--- src/rtl/mips_bus_arbiter.sv ---
// Two-master arbiter serialising load/store transactions onto the single data-side
// bridge port, with a fixed read latency and a one-cycle ack back to the winner.
module mips_bus_arbiter #(
    parameter int RD_LAT = 1,
    parameter int RR_EN  = 1
) (
    input  logic        i_clk,
    input  logic        i_reset_n,
    input  logic        i_m0_req,
    input  logic [31:0] i_m0_addr,
    input  logic [31:0] i_m0_wdata,
    input  logic [3:0]  i_m0_byteen,
    output logic        o_m0_ack,
    output logic [31:0] o_m0_rdata,
    input  logic        i_m1_req,
    input  logic [31:0] i_m1_addr,
    input  logic [31:0] i_m1_wdata,
    input  logic [3:0]  i_m1_byteen,
    output logic        o_m1_ack,
    output logic [31:0] o_m1_rdata,
    output logic        o_bus_valid,
    output logic [31:0] o_bus_addr,
    output logic [31:0] o_bus_wdata,
    output logic [3:0]  o_bus_byteen,
    input  logic [31:0] i_bus_rdata,
    output logic        o_owner,
    output logic        o_busy
);
    typedef enum logic [1:0] {IDLE, ISSUE, WAIT, DONE} state_t;

    localparam logic [2:0] CNT_INIT = (RD_LAT == 0) ? 3'd0 : 3'(RD_LAT - 1);

    state_t      r_state;
    state_t      w_next;
    logic [31:0] r_addr;
    logic [31:0] r_wdata;
    logic [3:0]  r_byteen;
    logic [31:0] r_rdata;
    logic [2:0]  r_cnt;
    logic        r_owner;
    logic        r_rr_m1;
    logic        w_any_req;
    logic        w_grant_m1;

    assign w_any_req = i_m0_req | i_m1_req;
    // M1 wins when alone, or on a tie when round-robin says it is M1's turn.
    assign w_grant_m1 = i_m1_req & (~i_m0_req | ((RR_EN != 0) & r_rr_m1));

    always_ff @(posedge i_clk) begin
        if (!i_reset_n) begin
            r_state <= IDLE;
        end else begin
            r_state <= w_next;
        end
    end

    always_comb begin
        w_next = r_state;
        case (r_state)
            IDLE:  if (w_any_req) w_next = ISSUE;
            ISSUE: w_next = ((r_byteen != 4'd0) || (RD_LAT == 0)) ? DONE : WAIT;
            WAIT:  if (r_cnt == 3'd0) w_next = DONE;
            DONE:  w_next = IDLE;
            default: w_next = IDLE;
        endcase
    end

    always_ff @(posedge i_clk) begin
        if (!i_reset_n) begin
            r_addr   <= 32'd0;
            r_wdata  <= 32'd0;
            r_byteen <= 4'd0;
            r_rdata  <= 32'd0;
            r_cnt    <= 3'd0;
            r_owner  <= 1'b0;
            r_rr_m1  <= 1'b0;
        end else begin
            case (r_state)
                IDLE: begin
                    if (w_any_req) begin
                        r_owner  <= w_grant_m1;
                        r_addr   <= w_grant_m1 ? i_m1_addr   : i_m0_addr;
                        r_wdata  <= w_grant_m1 ? i_m1_wdata  : i_m0_wdata;
                        r_byteen <= w_grant_m1 ? i_m1_byteen : i_m0_byteen;
                    end
                end
                ISSUE: begin
                    if (r_byteen != 4'd0) begin
                        r_rdata <= 32'd0;
                    end else if (RD_LAT == 0) begin
                        r_rdata <= i_bus_rdata;
                    end else begin
                        r_cnt <= CNT_INIT;
                    end
                end
                WAIT: begin
                    if (r_cnt != 3'd0) begin
                        r_cnt <= r_cnt - 3'd1;
                    end else begin
                        r_rdata <= i_bus_rdata;
                    end
                end
                DONE: r_rr_m1 <= ~r_owner;
                default: ;
            endcase
        end
    end

    always_comb begin
        o_bus_valid  = (r_state == ISSUE);
        o_bus_byteen = (r_state == ISSUE) ? r_byteen : 4'd0;
        o_bus_addr   = r_addr;
        o_bus_wdata  = r_wdata;
        o_owner      = r_owner;
        o_busy       = (r_state != IDLE);
        o_m0_ack     = (r_state == DONE) & ~r_owner;
        o_m1_ack     = (r_state == DONE) & r_owner;
        o_m0_rdata   = o_m0_ack ? r_rdata : 32'd0;
        o_m1_rdata   = o_m1_ack ? r_rdata : 32'd0;
    end
endmodule

--- config.mk ---
export PLATFORM = sky130hd
export DESIGN_NAME = mips_bus_arbiter
export DESIGN_NICKNAME = d
export VERILOG_FILES = /design/src/rtl/mips_bus_arbiter.sv
export SDC_FILE = /design/constraint.sdc
export NUM_CORES = 1
export LEC_CHECK = 0
export ABC_AREA = 1
export BUFFER_PORTS_ARGS = -buffer_cell sky130_fd_sc_hd__buf_2
export CORE_MARGIN = 4
export CORE_UTILIZATION = 45
export DETAILED_ROUTE_END_ITERATION = 10
export PLACE_DENSITY = 0.86
export RECOVER_POWER = 100
export SYNTH_ARGS = -nofsm -noshare
export SYNTH_HDL_FRONTEND = slang
export SYNTH_SLANG_ARGS = --single-unit
--- constraint.sdc ---
create_clock -name i_clk -period 4.1 [get_ports i_clk]
set_input_delay 0.82 -clock i_clk [delete_from_list [all_inputs] [get_ports i_clk]]
set_output_delay 0.82 -clock i_clk [all_outputs]
set_load 0.05 [all_outputs]
==> results.yml <==
logic_synthesis:
  netlist_top_cells_count: "nand2_1 (318), nor2_1 (269), inv_1 (115)"
  synth_edf_count: 0
  yosysSeqAreaShare_pct: 38.1
  ys_top_cells_by_area: "dfxtp_1 (38%), nand2_1 (21%), nor2_1 (18%), inv_1 (7.7%), nand3_1 (6.7%)"
  synth_top_area_share_pct: 38.1
  syn_inst: 969
  syn_nets: 1150
  synthArstFlopShare_pct: 0
  synth_top_area_cell: "dfxtp_1"
  synth-seq-cells: 107
  ys_types: 15
  synth_most_common_cell: "nand2_1"
  yosys_warnings: 0
  syn_area_um2: 5630
  syn_area_per_cell_um2: 5.81
  synth_top_flop_cell: "dfxtp_1"
timing:
  rsz0062_at_grt: "false"
  hold_viol: 0
  maxSlewViolCount: 218
  period_share_pct: 82.3
  max_freq_mhz: 297
  finClkSkew_ns: 0.00662
  setup_violations: 0
  whs_ns: 0.475
  worst_pin_slew_ns: 2.06
  maxSlewHeadroom_pct: -37.2
  fin_crit_ns: 3.37
  setup-tns-final_ns: 0
worst_setup_path:
  rrSetupSlack_ns: 0.74
  cp.required_ns: 4.38
  cp_slowest_cell: "clkbuf_1"
  worstPathCellList: "clkbuf_1, inv_1, buf_4, nor2_1, nand2_1, inv_1"
  path_delay_family: "buffers and inverters"
  crit_arrival_ns: 3.65
  critPathBufInv: 4
  crit_type: "input port to register"
  crit_cells: 6
  crit_path_start: "i_reset_n"
  crit_top_cell: "inv_1"
  crit_path_max_fanout: 46
  reg2reg_to: "r_byteen[0]"
  ff2ff_path_depth: 8
  endpoint_kind: "register"
  cp-start-kind: "input port"
  max_stage_delay_ns: 1.11
  r2r_start: "r_state[1]"
worst_hold_path:
  hold_end: "r_cnt[1]"
  hp-start: "r_cnt[1]"
  hp-class: "register to register"
  whs_path_depth: 2
clock_network:
  postCtsResizedCells: 0
  numCtsBuffers: 9
  root_buffer: "clkbuf_16"
  cts_sinks: 107
  cts.hold.buffers_added: 0
  cts-htree-levels: 3
  cts_setup_buffers: 0
  clkTransAtPathRegs_ns: 0.07
  cts_tree: "yes"
  clkLatencyLatePin_ns: 0.34
  cts_buffer_depth: 2
global_routing:
  gr-usage-met1_pct: 24.4
  grt_use_met3_pct: 4.85
  grt_util_all_layers_pct: 21.4
  met2_usage_pct: 38.8
  grt_busiest_layer: "met2"
  grt_pass1_wl_mm: 25.4
  antenna_found_initial: 0
  grt_max_degree: 124
  gr-total-overflow: 0
  grt_pass1_vias: 5529
cells_and_area:
  final_cell_area_um2: 7280
  syn_to_final_growth_pct: 29.4
  nNetsFinal: 1418
  drive_gt1_share_pct: 15.6
  n_antenna_cell: 0
status:
  violations: "max-capacitance violations, max-slew violations"
  outcome: "finished, violations left"
placement:
  place.gp.congestion: 0.831
  placed_cell_area_um2: 7180
  numPortBuffers: 308
  dp_hpwl_mm: 12.4
routing:
  drc: 0
  viasPerCell: 4.51
  drt-total-wl_mm: 16.4
  postRouteAntennaNets: 0
  drt_iter0_drc: 362
  first_pass_iters: 5
  wl_per_cell_um: 11.6
  via_count: 6353
power:
  p_leak_nw: 3.94
  peakVddDrop_mv: 0.376
  power.density_nw_per_um2: 761
  power_mw: 5.54
die:
  die_area_um2: 14400
  core_area_um2: 12100
  fp.dieH_um: 120
  start_util_pct: 46.5
  die_w_um: 120
  std_cell_rows: 40
  pin_count: 309
run:
  maxCapViolCount: 3
==> final cells by class <==
type                       count  area, µm²
clock inverter                 4       50.0
clock buffer                  12        246
fill                        1294       4830
timing repair buffer         312       1390
multi-input combinational    687       2790
inverter                     120        450
tap                          168        210
sequential                   107       2140
==> worst max path at each step <==
stage,endpoint,slack [ns]
final,o_bus_wdata[15],0.73
after global routing,o_bus_addr[30],0.44
after CTS,o_m1_rdata[15],1.14
after detailed placement,o_m1_rdata[15],1.51
after global placement,o_m1_rdata[22],1.59
after floorplan,o_m0_rdata[10],0.87
==> logic make-up (layout without fill, tap and decap cells) <==
logic type	Yosys count	after routing	synth area share, %
flip-flops	107	107	38.1
buffers and inverters	175	448	12.5
AO/OA/AOI/OAI	15	15	1.40
adder cells (fa/ha/maj)	9	9	2.00
AND/OR/NAND/NOR	663	663	46.0
==> metrics by stage <==
stage                     cells  utilization, %  setup slack, ns
after floorplan             969               -            0.870
after global placement     1394            59.3             1.59
after detailed placement   1394            59.3             1.51
after CTS                  1410            61.8             1.14
after global routing       1410            60.1            0.441
final                      1410            60.1            0.728
==> where the power goes <==
part	internal (mW)	total (mW)	switching, mW
clock network	0.490	0.860	0.370
logic	0.771	3.07	2.30
registers	1.42	1.61	0.196
==> flip-flops by register name, indices dropped and copies added, names as in the netlist <==
register / cells
r_byteen: 4
r_state: 2
o_owner: 1
r_rdata: 32
o_bus_wdata: 32
r_rr_m1: 1
o_bus_addr: 32
r_cnt: 3
==> tightest hold or removal path, stage by stage (launching register included) <==
cell and delay, ns:
dfxtp_1 0.31, nand2_1 0.06, a21oi_1 0.05
==> cells in the final DEF, fill, tap and decap left out <==
| cell type | count |
|---|---|
| nor2_4 | 1 |
| inv_2 | 4 |
| clkinvlp_4 | 2 |
| nand2_1 | 318 |
| dfxtp_1 | 107 |
| nand3_1 | 75 |
| bufinv_16 | 1 |
| buf_2 | 171 |
| o21ai_0 | 4 |
| nor2_1 | 268 |
| buf_4 | 2 |
| o21ai_4 | 1 |
| clkbuf_16 | 9 |
| clkinv_2 | 1 |
| ha_1 | 9 |
| clkbuf_1 | 141 |
| clkbuf_8 | 1 |
| a21oi_1 | 10 |
| inv_1 | 116 |
| nor2_2 | 1 |
==> layer usage <==
layer  up-vias  share of wire [%]
met5         -                  0
met1      2711                 40
li1       3379                  -
met4         0                3.0
met3        29                7.2
met2       234                 49
Power figures use the tool's default switching activity.
